[src/rtl/lms_seq_ctrl.sv]
// lms_seq_ctrl: sequencer for the fractionally-spaced equalizer's LMS tap
// update. Turns the T/2 sample strobe into rx-enable, shift, save and
// tap-update strobes, handles startup fill, update decimation, freeze and
// overrun detection when a new save arrives before the previous update fired.
module lms_seq_ctrl #(
    parameter int NUM_TAPS = 9,
    parameter int ERR_LAT  = 3,
    parameter int UPD_DIV  = 1,
    parameter int NB_CNT   = 16
) (
    input  logic              clk,
    input  logic              i_reset,
    input  logic              i_enable,
    input  logic              i_valid,
    input  logic              i_phase_sel,
    input  logic              i_freeze,
    output logic              o_en_rx,
    output logic              o_en_shtr,
    output logic              o_save_shftrs,
    output logic              o_en_taps,
    output logic [1:0]        o_state,
    output logic [NB_CNT-1:0] o_upd_cnt,
    output logic              o_overrun
);

    localparam int FILL_W = $clog2(NUM_TAPS + 1);
    localparam int LAT_W  = $clog2(ERR_LAT + 1);
    localparam int DIV_W  = (UPD_DIV > 1) ? $clog2(UPD_DIV) : 1;

    typedef enum logic [1:0] {
        ST_IDLE   = 2'd0,
        ST_FILL   = 2'd1,
        ST_ADAPT  = 2'd2,
        ST_FREEZE = 2'd3
    } state_t;

    state_t              state_q, state_d;
    logic                en_rx_q, en_rx_d;
    logic                phase_q, phase_d;
    logic [FILL_W-1:0]   fill_cnt_q, fill_cnt_d;
    logic [DIV_W-1:0]    div_cnt_q, div_cnt_d;
    logic                save_q, save_d;
    logic                pending_q, pending_d;
    logic [LAT_W-1:0]    lat_cnt_q, lat_cnt_d;
    logic                en_taps_q, en_taps_d;
    logic [NB_CNT-1:0]   upd_cnt_q, upd_cnt_d;
    logic                overrun_q, overrun_d;

    logic accept;
    logic is_symbol;
    logic adapt_symbol;
    logic adapt_start;

    // Sample qualification: a sample counts only while the datapath is enabled,
    // and the divider/save logic only acts on symbol samples seen in ADAPT.
    always_comb begin
        accept       = i_valid & en_rx_q;
        is_symbol    = accept & (phase_q == i_phase_sel);
        adapt_symbol = is_symbol & (state_q == ST_ADAPT) & ~i_freeze;
        adapt_start  = adapt_symbol & (div_cnt_q == '0);
    end

    // Next-state logic for the mode FSM, divider, save/update pipeline and stats.
    always_comb begin
        state_d    = state_q;
        en_rx_d    = i_enable;
        phase_d    = phase_q;
        fill_cnt_d = fill_cnt_q;
        div_cnt_d  = div_cnt_q;
        save_d     = adapt_start;
        pending_d  = pending_q;
        lat_cnt_d  = lat_cnt_q;
        en_taps_d  = 1'b0;
        upd_cnt_d  = upd_cnt_q;
        overrun_d  = overrun_q;

        // Phase alternates per accepted sample and restarts at 0 on every enable.
        if (!en_rx_q) begin
            phase_d = 1'b0;
        end else if (accept) begin
            phase_d = ~phase_q;
        end

        case (state_q)
            ST_IDLE: begin
                state_d = ST_FILL;
            end
            ST_FILL: begin
                if (accept) begin
                    fill_cnt_d = fill_cnt_q + 1'b1;
                    if (fill_cnt_q == FILL_W'(NUM_TAPS - 1)) begin
                        state_d = i_freeze ? ST_FREEZE : ST_ADAPT;
                    end
                end
            end
            ST_ADAPT: begin
                if (i_freeze) begin
                    state_d = ST_FREEZE;
                end
            end
            ST_FREEZE: begin
                if (!i_freeze) begin
                    state_d = ST_ADAPT;
                end
            end
            default: begin
                state_d = ST_IDLE;
            end
        endcase

        // Decimation: only symbols seen while actively adapting advance it.
        if (adapt_symbol) begin
            if (div_cnt_q == DIV_W'(UPD_DIV - 1)) begin
                div_cnt_d = '0;
            end else begin
                div_cnt_d = div_cnt_q + 1'b1;
            end
        end

        // Update pipeline: the tap strobe fires ERR_LAT cycles after the save.
        // A save always restarts the countdown; if the previous update is still
        // outstanding and not firing right now, it is lost and flagged.
        if (save_q) begin
            pending_d = 1'b1;
            lat_cnt_d = LAT_W'(ERR_LAT - 1);
            en_taps_d = (ERR_LAT == 1);
            if (pending_q && !en_taps_q) begin
                overrun_d = 1'b1;
            end
        end else begin
            if (en_taps_q) begin
                pending_d = 1'b0;
            end
            if (lat_cnt_q != '0) begin
                lat_cnt_d = lat_cnt_q - 1'b1;
            end
            en_taps_d = pending_q & (lat_cnt_q == LAT_W'(1));
        end

        if (en_taps_q && (upd_cnt_q != '1)) begin
            upd_cnt_d = upd_cnt_q + 1'b1;
        end

        // Enable drop returns to IDLE and cancels anything in flight.
        if (!i_enable) begin
            state_d    = ST_IDLE;
            phase_d    = 1'b0;
            fill_cnt_d = '0;
            div_cnt_d  = '0;
            save_d     = 1'b0;
            pending_d  = 1'b0;
            lat_cnt_d  = '0;
            en_taps_d  = 1'b0;
            upd_cnt_d  = '0;
            overrun_d  = 1'b0;
        end
    end

    // State registers with asynchronous active-low reset.
    always_ff @(posedge clk or negedge i_reset) begin
        if (!i_reset) begin
            state_q    <= ST_IDLE;
            en_rx_q    <= 1'b0;
            phase_q    <= 1'b0;
            fill_cnt_q <= '0;
            div_cnt_q  <= '0;
            save_q     <= 1'b0;
            pending_q  <= 1'b0;
            lat_cnt_q  <= '0;
            en_taps_q  <= 1'b0;
            upd_cnt_q  <= '0;
            overrun_q  <= 1'b0;
        end else begin
            state_q    <= state_d;
            en_rx_q    <= en_rx_d;
            phase_q    <= phase_d;
            fill_cnt_q <= fill_cnt_d;
            div_cnt_q  <= div_cnt_d;
            save_q     <= save_d;
            pending_q  <= pending_d;
            lat_cnt_q  <= lat_cnt_d;
            en_taps_q  <= en_taps_d;
            upd_cnt_q  <= upd_cnt_d;
            overrun_q  <= overrun_d;
        end
    end

    assign o_en_rx       = en_rx_q;
    assign o_en_shtr     = accept;
    assign o_save_shftrs = save_q;
    assign o_en_taps     = en_taps_q;
    assign o_state       = state_q;
    assign o_upd_cnt     = upd_cnt_q;
    assign o_overrun     = overrun_q;

endmodule

[config.mk]
export PLATFORM = sky130hd
export DESIGN_NAME = lms_seq_ctrl
export DESIGN_NICKNAME = d
export VERILOG_FILES = /design/src/rtl/lms_seq_ctrl.sv
export SDC_FILE = /design/constraint.sdc
export NUM_CORES = 1
export LEC_CHECK = 0
export CORE_UTILIZATION = 50
export DETAILED_ROUTE_END_ITERATION = 8
export DONT_BUFFER_PORTS = 1
export HOLD_SLACK_MARGIN = 0.12
export PLACE_DENSITY = 0.69
export SYNTH_ARGS = -nofsm -noshare
export SYNTH_HDL_FRONTEND = slang
export SYNTH_SLANG_ARGS = --single-unit
[constraint.sdc]
create_clock -name clk -period 1.5 [get_ports clk]
set_input_delay 0.15 -clock clk [delete_from_list [all_inputs] [get_ports clk]]
set_output_delay 0.15 -clock clk [all_outputs]
set_load 0.02 [all_outputs]
==> flow_summary.toml, run 1 <==
[power]
p_leak_uw = 0.000963
power_frac_seq = 0.538
total_power_uw = 1590
pwr_density_cell_mw_per_mm2 = 731
ir_worst_vdd_v = 0.000659
swShare = 0.274
internal_power_uw = 1150
power_switching_uw = 434
combPwrFrac = 0.131
pwr-share-clk = 0.331

[timing]
slew_viol_final = 0
fin_crit_sh = 1.12
rsz0062_at_grt = "true"
fin_worst_skew_ns = 0.00540
setup_viol = 13
period_minus_slack_ns = 1.68
tightestPinTransition_ns = 0.428
max_slew_margin = 0.714
finalSetupTns_ns = -1.64
worst_slack_ns = -0.180
finalHoldViolCount = 0
max_freq_mhz = 595

[synth]
synth_cell_types = 37
synth_most_common_cell = "dfrtp_1"
synthArstFlopShare = 1.00
synth_edf_count = 0
syn_nets = 167
syn_area_per_cell_um2 = 9.83
seq_area_frac_synth = 0.490
synth_ff_type = "dfrtp_1"
synth_xor_area_frac = 0.0400
synth_compound_area_frac = 0.121
synth_top_area_share = 0.490
synth_fa_ha_area_frac = 0.0473
synthCells = 156
yosys_register_bits = 30
synth_simple_gate_area_frac = 0.254
yosys.area.top_type = "dfrtp_1"
synth_common_cells = "30 x dfrtp_1, 17 x nand2_1, 14 x a21oi_1, 14 x nor2_1, 8 x nand3_1"
synth_top_family_by_area = "simple AND/OR/NAND/NOR gates"
synthesis.area_mm2 = 0.00153
ys_top_cells_by_area = "dfrtp_1 49%, a21oi_1 4.6%, nand2_1 4.2%, ha_1 4.1%, nor2_1 3.4%"
yosys_warnings = 0
synth_mux_area_frac = 0.0131

[cells_and_area]
n_antenna_cell = 0
final_nets = 227
fin_util = 0.767
area_growth_pct = 41.6
stdcell_area_mm2 = 0.00217
layout-drive-gt1-share = 0.392

[drt]
highest_layer = "met4"
wire_per_inst_um = 17.5
vias = 1463
antenna_left = 0
wl_met2_mm = 2.24
drt-pass1-iter-count = 6
drt-total-wl_mm = 4.34
wl_met1_mm = 1.67
dr.first_iter.drc_count = 44
route.met3.wl_um = 317
drt-vias-per-instance = 5.90
drc_errors = 2

[setup_path]
crit_required_ns = 1.72
crit_family = "compound AO/OA/AOI/OAI gates"
critPathArrivalTime_ns = 1.90
r2r_cells = 6
cp_cell_sequence = "ha_4 > nand3_4 > o41ai_4 > buf_4 > xor2_1 > nor2_1"
slowest_stage = "o41ai_4"
critPathMaxStageDelay_ns = 0.48
rrSetupSlack_ns = -0.18
path_buf_inv = 1
cp_max_fo = 5
crit_type = "flop to flop"
r2r-start = "o_upd_cnt[1]"
crit_path_start_kind = "flop"
cp-end-kind = "flop"
r2r-end = "o_upd_cnt[0]"

[die]
rows = 19
die_w_um = 57.4
fp.dieH_um = 57.4
ios = 29
dieArea_mm2 = 0.00329
start_util = 0.542
core_area_mm2 = 0.00283

[worst_hold_path]
hold_path_class = "input pin to flop"
hold_depth = 3
hold_path_end = "fill_cnt_q[1]"
hp-start = "i_valid"

[cts]
clock_path_buffers = 2
clkTransAtPathRegs_ns = 0.10
cts.sink_count = 30
cts_max_level = 2
root_buffer = "clkbuf_4"
numCtsBuffers = 5
cts_tree = "done"
clk_latency_ns = 0.34

[global_route]
grt_max_degree = 31
overflow = 0
antenna_found_initial = 0
grt_usage = 0.286
grt_pass1_vias = 1533
grt_pass1_wl_mm = 6.89

[flow_run]
cap_violations = 0

[run_status]
status = "complete, but fails checks"
violations = "design-rule violations, negative setup slack"

[placement]
port_buffers = 0
gp_congestion = 0.861
dpl.hpwl_mm = 2.61
placed_cell_area_mm2 = 0.00186
preCtsSetupSlack_ns = -0.231
metal layers:
metal,global-route usage,up-vias
met3,0.118,12
met1,0.306,708
met4,0.157,0
met5,0,-
li1,-,679
met2,0.477,64
stage by stage:
step	hold slack, ns	cells
floorplan	-0.146	156
CTS	0.128	246
detailed placement	-0.145	221
global placement	-0.145	221
global route	0.152	248
finish	0.131	248
layout make-up:
class	instances	area, um^2
multi-input cells	115	808
clock inverters	2	12.5
fillers	189	658
inverters	7	26.3
clock buffers	6	51.3
repair buffers	57	468
flip-flops and latches	30	766
well taps	31	38.8
power groups by stage:
stage                     Combinational [uW]  Sequential (uW)  Clock [uW]
after floorplan                          134              870           0
after global placement                   154              867           0
after detailed placement                 167              870           0
after CTS                                209              854         530
after global routing                     247              858         567
final                                    208              853         524
worst reg2reg max path: cells and delay by family (launching register included):
| family | cells | cell delay, ns |
|---|---|---|
| AOI/OAI and AO/OA | 1 | 0.48 |
| xor gates and xnor gates | 1 | 0.15 |
| adders and majority gates | 1 | 0.16 |
| buffers and inverters | 1 | 0.22 |
| DFF | 1 | 0.40 |
| and+or+nand+nor | 2 | 0.15 |
worst max path at each step:
stage / slack, ns / cells past startpoint / end / from
6_report: -0.18 / 6 / o_upd_cnt[0] / o_upd_cnt[1]
5_1_grt: -0.25 / 6 / o_upd_cnt[0] / o_upd_cnt[1]
4_1_cts: -0.17 / 6 / o_upd_cnt[13] / o_upd_cnt[0]
3_5_place_dp: -0.23 / 6 / o_upd_cnt[0] / o_upd_cnt[1]
3_3_place_gp: -0.15 / 6 / o_upd_cnt[0] / o_upd_cnt[1]
2_1_floorplan: -0.22 / 6 / o_upd_cnt[0] / o_upd_cnt[0]
cells in the final DEF (no fill, tap or decap), types with 2 or more instances in the layout:
cell type	n
buf_6	2
a21oi_1	12
o21ai_0	2
mux2i_1	2
inv_1	6
o31ai_1	3
o21ai_1	5
and4_1	2
buf_4	46
nand3_1	5
ha_1	4
dlygate4sd3_1	8
nor3_1	4
or3_1	6
xor2_1	6
nand2_1	16
and3_1	3
a21oi_2	2
dfrtp_1	18
clkbuf_4	5
nor2_1	14
nand4_1	4
dfrtp_2	12
nand3_2	2
or4_4	2
timing repair:
item                       in CTS  in global routing
setup endpoints to repair      14                 15
hold endpoints to repair       44                  0
hold buffers                    9                  0
pin swaps                      13                  8
setup buffers                   9                  2
gates resized for setup        14                  4
kinds of logic (layout without fill, tap and decap cells):
kind of cell / count (synthesis) / count (layout)
and+or+nand+nor: 71 / 71
muxes: 2 / 2
buffers and inverters: 11 / 72
DFF: 30 / 30
xor gates and xnor gates: 7 / 7
adders and majority gates: 6 / 6
AOI/OAI and AO/OA: 29 / 29
flip-flops by register name, indices dropped and copies added, names as in the netlist:
name	count
o_en_rx	1
o_state	2
o_en_taps	1
o_upd_cnt	16
fill_cnt_q	4
lat_cnt_q	2
o_save_shftrs	1
phase_q	1
pending_q	1
o_overrun	1
(Power assumes the default switching activity.)
==> run 2: changes to the inputs <==
--- a/config.mk
+++ b/config.mk
@@ -5,11 +5,12 @@
 export SDC_FILE = /design/constraint.sdc
 export NUM_CORES = 1
 export LEC_CHECK = 0
-export CORE_UTILIZATION = 50
+export CORE_UTILIZATION = 30
 export DETAILED_ROUTE_END_ITERATION = 8
 export DONT_BUFFER_PORTS = 1
 export HOLD_SLACK_MARGIN = 0.12
-export PLACE_DENSITY = 0.69
+export PLACE_DENSITY = 0.46
+export RECOVER_POWER = 25
 export SYNTH_ARGS = -nofsm -noshare
 export SYNTH_HDL_FRONTEND = slang
 export SYNTH_SLANG_ARGS = --single-unit
==> run 2 against run 1 <==
The flow finishes with violations (negative setup slack). Core utilization decreased by 29 points. Maximum frequency up 1.7%. Setup slack improved by 0.028 ns.
==> flow_summary.toml, run 2 (same netlist as run 1, synthesis figures left out) <==
[run_status]
status = "complete, but fails checks"
violations = "negative setup slack"

[global_route]
overflow = 0
grt_usage = 0.159
met3_usage = 0.0631
grt_max_degree = 31
grt_use_met2 = 0.265
grt_pass1_wl_mm = 6.42
grt_util_met1 = 0.185
busiest_layer = "met2"
grt_pass1_vias = 1373
antenna_found_initial = 0

[cells_and_area]
final-instance-count-excl-fill = 284
fillerInstances = 469
n_antenna_cell = 0
final_nets = 227
largest_reg_flops = 16
seq_area_um2 = 764
layout_common_cells = "44 x buf_4, 19 x dfrtp_1, 15 x nand2_1"
area_growth_pct = 50.8
layout-drive-gt1-share = 0.429
final_common_cell = "buf_4"
multi_input_area_um2 = 868

[setup_path]
crit_type = "flop to flop"
cp-end-kind = "flop"
r2r-start = "o_upd_cnt[12]"
critPathArrivalTime_ns = 1.85
crit_family = "simple AND/OR/NAND/NOR gates"
slowest_stage = "or4_1"
cp_max_fo = 5
critPathMaxStageDelay_ns = 0.51
crit_required_ns = 1.70
r2r-end = "o_upd_cnt[15]"
cp_cell_sequence = "buf_6 > nand2_4 > or3_4 > or4_1 > a21oi_1"
rrSetupSlack_ns = -0.15
crit_path_start_kind = "flop"
path_buf_inv = 1
r2r_cells = 5

[die]
ios = 29
fp.dieH_um = 73.5
rows = 25
start_util = 0.318
die_w_um = 73.5
dieArea_mm2 = 0.00540
core_area_mm2 = 0.00482

[drt]
drt-pass1-iter-count = 4
drt-vias-per-instance = 4.96
drt-total-wl_mm = 3.94
dr.first_iter.drc_count = 80
drc_errors = 0
antenna_left = 0
vias = 1409
wire_per_inst_um = 13.9

[worst_hold_path]
hold_path_class = "input pin to flop"
hold_path_end = "o_save_shftrs"
hp-start = "i_enable"
hold_depth = 3

[timing]
max_freq_mhz = 605
worst_slack_ns = -0.152
hold_ws_ns = 0.185
rsz0062_at_grt = "true"
tightestPinTransition_ns = 0.771
setup_viol = 11
max_slew_margin = 0.486
fin_worst_skew_ns = 0.00282
finalHoldViolCount = 0
fin_crit_sh = 1.10
period_minus_slack_ns = 1.65
slew_viol_final = 0

[flow_run]
cap_violations = 0

[cts]
clock_path_buffers = 2
root_buffer = "clkbuf_8"
cts_tree = "done"
clkTransAtPathRegs_ns = 0.06
numCtsBuffers = 5
cts_max_level = 2
cts.sink_count = 30
clk_latency_ns = 0.28

[placement]
dpl.hpwl_mm = 2.71
port_buffers = 0
gp_congestion = 0.741
dpl.cell_count = 260

[power]
p_leak_uw = 0.000993
ir_worst_vdd_v = 0.000462
pwr_density_cell_mw_per_mm2 = 746
## run 2: cell count changes in the layout (fill, tap and decap cells not counted), sizes merged
cell         delta
buf             +2
clkbuf          +1
dlygate4sd3     -3
## run 2: metrics by stage
step                      utilization  cell area [um^2]  setup TNS [ns]  worst slack, ns  power, uW
final                           0.480              2310          -0.793           -0.152       1720
after global routing            0.480              2310           -1.98           -0.217       1820
after CTS                       0.464              2230          -0.847           -0.159       1760
after detailed placement        0.400              1930          -0.940           -0.170       1040
after global placement          0.400              1930          -0.715           -0.152       1030
after floorplan                     -              1560           -2.11           -0.221       1000
## run 2: report_power, final
| part | switching [uW] | leakage (uW) | internal [uW] | total [uW] |
|---|---|---|---|---|
| Clock | 300 | 0.0000472 | 368 | 668 |
| Sequential | 17.1 | 0.000394 | 838 | 855 |
| Combinational | 116 | 0.000552 | 84.0 | 200 |
## run 2: layer usage
metal | part of all wire | vias up
met5 | 0 | -
met4 | 0.010 | 0
met3 | 0.068 | 4
met2 | 0.49 | 43
met1 | 0.43 | 679
li1 | - | 683
## run 2: worst max-delay path by stage
stage	start	to	slack [ns]	cells after the start
after floorplan	o_upd_cnt[0]	o_upd_cnt[0]	-0.22	6
after global placement	o_upd_cnt[1]	o_upd_cnt[10]	-0.15	6
after detailed placement	o_upd_cnt[1]	o_upd_cnt[10]	-0.17	6
after CTS	o_upd_cnt[12]	o_upd_cnt[15]	-0.16	5
after global routing	o_upd_cnt[8]	o_upd_cnt[7]	-0.22	7
final	o_upd_cnt[12]	o_upd_cnt[15]	-0.15	5
## run 2: worst register-to-register path, cell delays in order (launching register included)
cell and delay [ns]:
dfrtp_2 0.36, buf_6 0.15, nand2_4 0.06, or3_4 0.36
or4_1 0.51, a21oi_1 0.14
## run 2: timing repair
item	in CTS	in global routing
buffers inserted	9	2
hold buffers	6	0
hold endpoints to repair	36	0
gates cloned	0	0
setup endpoints to repair	13	15
resized for setup	16	19
pin swaps	11	10
## run 2: cell type report
type	count	area share
clock buffers	6	0.0357
clock inverters	2	0.00541
inverters	7	0.0114
multi-input cells	115	0.376
flip-flops and latches	30	0.331
well taps	67	0.0363
repair buffers	57	0.205
==> run 3: changes to the inputs <==
--- a/config.mk
+++ b/config.mk
@@ -5,11 +5,12 @@
 export SDC_FILE = /design/constraint.sdc
 export NUM_CORES = 1
 export LEC_CHECK = 0
+export CORE_MARGIN = 4
 export CORE_UTILIZATION = 30
 export DETAILED_ROUTE_END_ITERATION = 8
 export DONT_BUFFER_PORTS = 1
 export HOLD_SLACK_MARGIN = 0.12
-export PLACE_DENSITY = 0.46
+export PLACE_DENSITY = 0.45
 export RECOVER_POWER = 25
 export SYNTH_ARGS = -nofsm -noshare
 export SYNTH_HDL_FRONTEND = slang
==> constraint.sdc (replaced) <==
create_clock -name clk -period 1.81 [get_ports clk]
set_input_delay 0.181 -clock clk [delete_from_list [all_inputs] [get_ports clk]]
set_output_delay 0.181 -clock clk [all_outputs]
set_load 0.02 [all_outputs]
==> run 3 against run 2 <==
The flow now finishes without violations. Maximum frequency decreased by 2.8%. Non-clock buffer count decreased by 27. Cell area decreased by 17%. Combinational power decreased by 27%. Setup slack improved by 0.26 ns. Global-route usage decreased by 3.5 points. Core utilization decreased by 8.2 points. Critical path depth increased by 1. Critical endpoint is now o_upd_cnt[10].
==> flow_summary.toml, run 3 (same netlist as run 1, synthesis figures left out) <==
[run_status]
status = "complete, no violations"

[timing]
max_slew_margin = 0.498
finalHoldViolCount = 0
tightestPinTransition_ns = 0.753
slew_viol_final = 0
setup_viol = 0
fin_crit_sh = 0.939
rsz0062_at_grt = "false"
finalSetupTns_ns = 0
worst_slack_ns = 0.110
fin_worst_skew_ns = 0.00324
max_freq_mhz = 588
period_minus_slack_ns = 1.70

[cells_and_area]
fin_util = 0.398
layout-drive-gt1-share = 0.237
largest_reg_flops = 16
stdcell_area_mm2 = 0.00193
final_common_cell = "dfrtp_1"
n_antenna_cell = 0
area_growth_pct = 25.9
final_nets = 200
layout_common_cells = "29 x dfrtp_1, 26 x buf_4, 17 x nand2_1"

[setup_path]
crit_path_start_kind = "flop"
critPathMaxStageDelay_ns = 0.49
critPathArrivalTime_ns = 1.91
crit_required_ns = 2.02
cp_cell_sequence = "ha_2 > and4_4 > o31ai_1 > buf_4 > or4_1 > a21oi_2"
slowest_stage = "or4_1"
cp_max_fo = 7
cp-end-kind = "flop"
crit_type = "flop to flop"

[power]
internal_power_uw = 1060
power_frac_seq = 0.504
pwr-share-clk = 0.392
swShare = 0.250
pwr_density_cell_mw_per_mm2 = 732
total_power_uw = 1410
power_switching_uw = 353
ir_worst_vdd_v = 0.000522
combPwrFrac = 0.104
p_leak_uw = 0.000841

[flow_run]
cap_violations = 0

[drt]
wire_per_inst_um = 13.7
drt-total-wl_mm = 3.52
drc_errors = 0
antenna_left = 0
vias = 1267
dr.first_iter.drc_count = 57
drt-vias-per-instance = 4.93
drt-pass1-iter-count = 4

[global_route]
grt_pass1_vias = 1291
grt_usage = 0.124
grt_pass1_wl_mm = 6.11
grt_max_degree = 31
antenna_found_initial = 0
overflow = 0

[cts]
clk_latency_ns = 0.27
root_buffer = "clkbuf_8"
cts.sink_count = 30
clock_path_buffers = 2
cts_tree = "done"
numCtsBuffers = 5
cts_max_level = 2
clkTransAtPathRegs_ns = 0.07

[placement]
placed_cell_area_mm2 = 0.00176
gp_congestion = 0.836
preCtsSetupSlack_ns = 0.0987
dpl.hpwl_mm = 2.55
port_buffers = 0

[die]
ios = 29
die_w_um = 79.5
rows = 25
fp.dieH_um = 79.5
start_util = 0.316
dieArea_mm2 = 0.00632
core_area_mm2 = 0.00485

[worst_hold_path]
hold_path_class = "input pin to flop"
[run 3: cell types whose count changed in the layout (fill, tap and decap cells not counted), sizes merged]
cell,change
buf,-24
dlygate4sd3,-3
[run 3: power groups by stage]
stage / clock, uW / combinational, uW / sequential [uW]
global placement: 0 / 122 / 724
finish: 555 / 147 / 712
global route: 623 / 166 / 713
floorplan: 0 / 111 / 721
detailed placement: 0 / 130 / 725
CTS: 582 / 155 / 712
[run 3: metrics by stage]
stage | cells | hold WS (ns)
after floorplan | 156 | -0.115
after global routing | 257 | 0.127
after CTS | 253 | 0.124
final | 257 | 0.134
after detailed placement | 242 | -0.113
after global placement | 242 | -0.114
[run 3: final timing paths]
| check | startpoint | to | slack [ns] | depth (start not counted) |
|---|---|---|---|---|
| max | o_upd_cnt[1] | o_upd_cnt[10] | 0.11 | 6 |
| min | i_phase_sel | o_save_shftrs | 0.13 | 2 |
| max reg2reg | o_upd_cnt[1] | o_upd_cnt[10] | 0.11 | 6 |
| min reg2reg | pending_q | o_en_taps | 0.50 | 2 |
| max in group asynchronous | i_reset | o_upd_cnt[5] | 0.73 | 2 |
| min in group asynchronous | i_reset | o_upd_cnt[10] | 0.56 | 2 |
[run 3: area by class of cell]
class	count	area [um^2]
Fill cell	495	2920
Sequential cell	30	752
Multi-Input combinational cell	115	741
Timing Repair Buffer	30	231
Tap cell	67	83.8
Clock buffer	6	82.6
Inverter	7	26.3
Clock inverter	2	12.5
[run 3: worst max-delay path, delay by kind of cell (launching register included)]
family,cells,cell delay (ns)
simple gates,2,0.72
flops,1,0.35
fa+ha+maj,1,0.21
compound gates,2,0.19
buf+inv,1,0.16
[run 3: repair_timing]
| item | in CTS | in global routing |
|---|---|---|
| buffers inserted | 0 | 4 |
| hold endpoints to repair | 36 | 0 |
| setup endpoints to repair | 0 | 11 |
| hold buffers | 3 | 0 |
| gates resized for setup | 0 | 6 |
[run 3: routing by layer]
metal | share of wire | vias up | wire (um) | global-route usage
met5 | 0 | - | 0 | 0
met4 | 0.010 | 0 | 36 | 0.0481
met3 | 0.079 | 5 | 277 | 0.0508
met2 | 0.44 | 33 | 1570 | 0.188
met1 | 0.47 | 604 | 1640 | 0.158
li1 | - | 625 | - | -
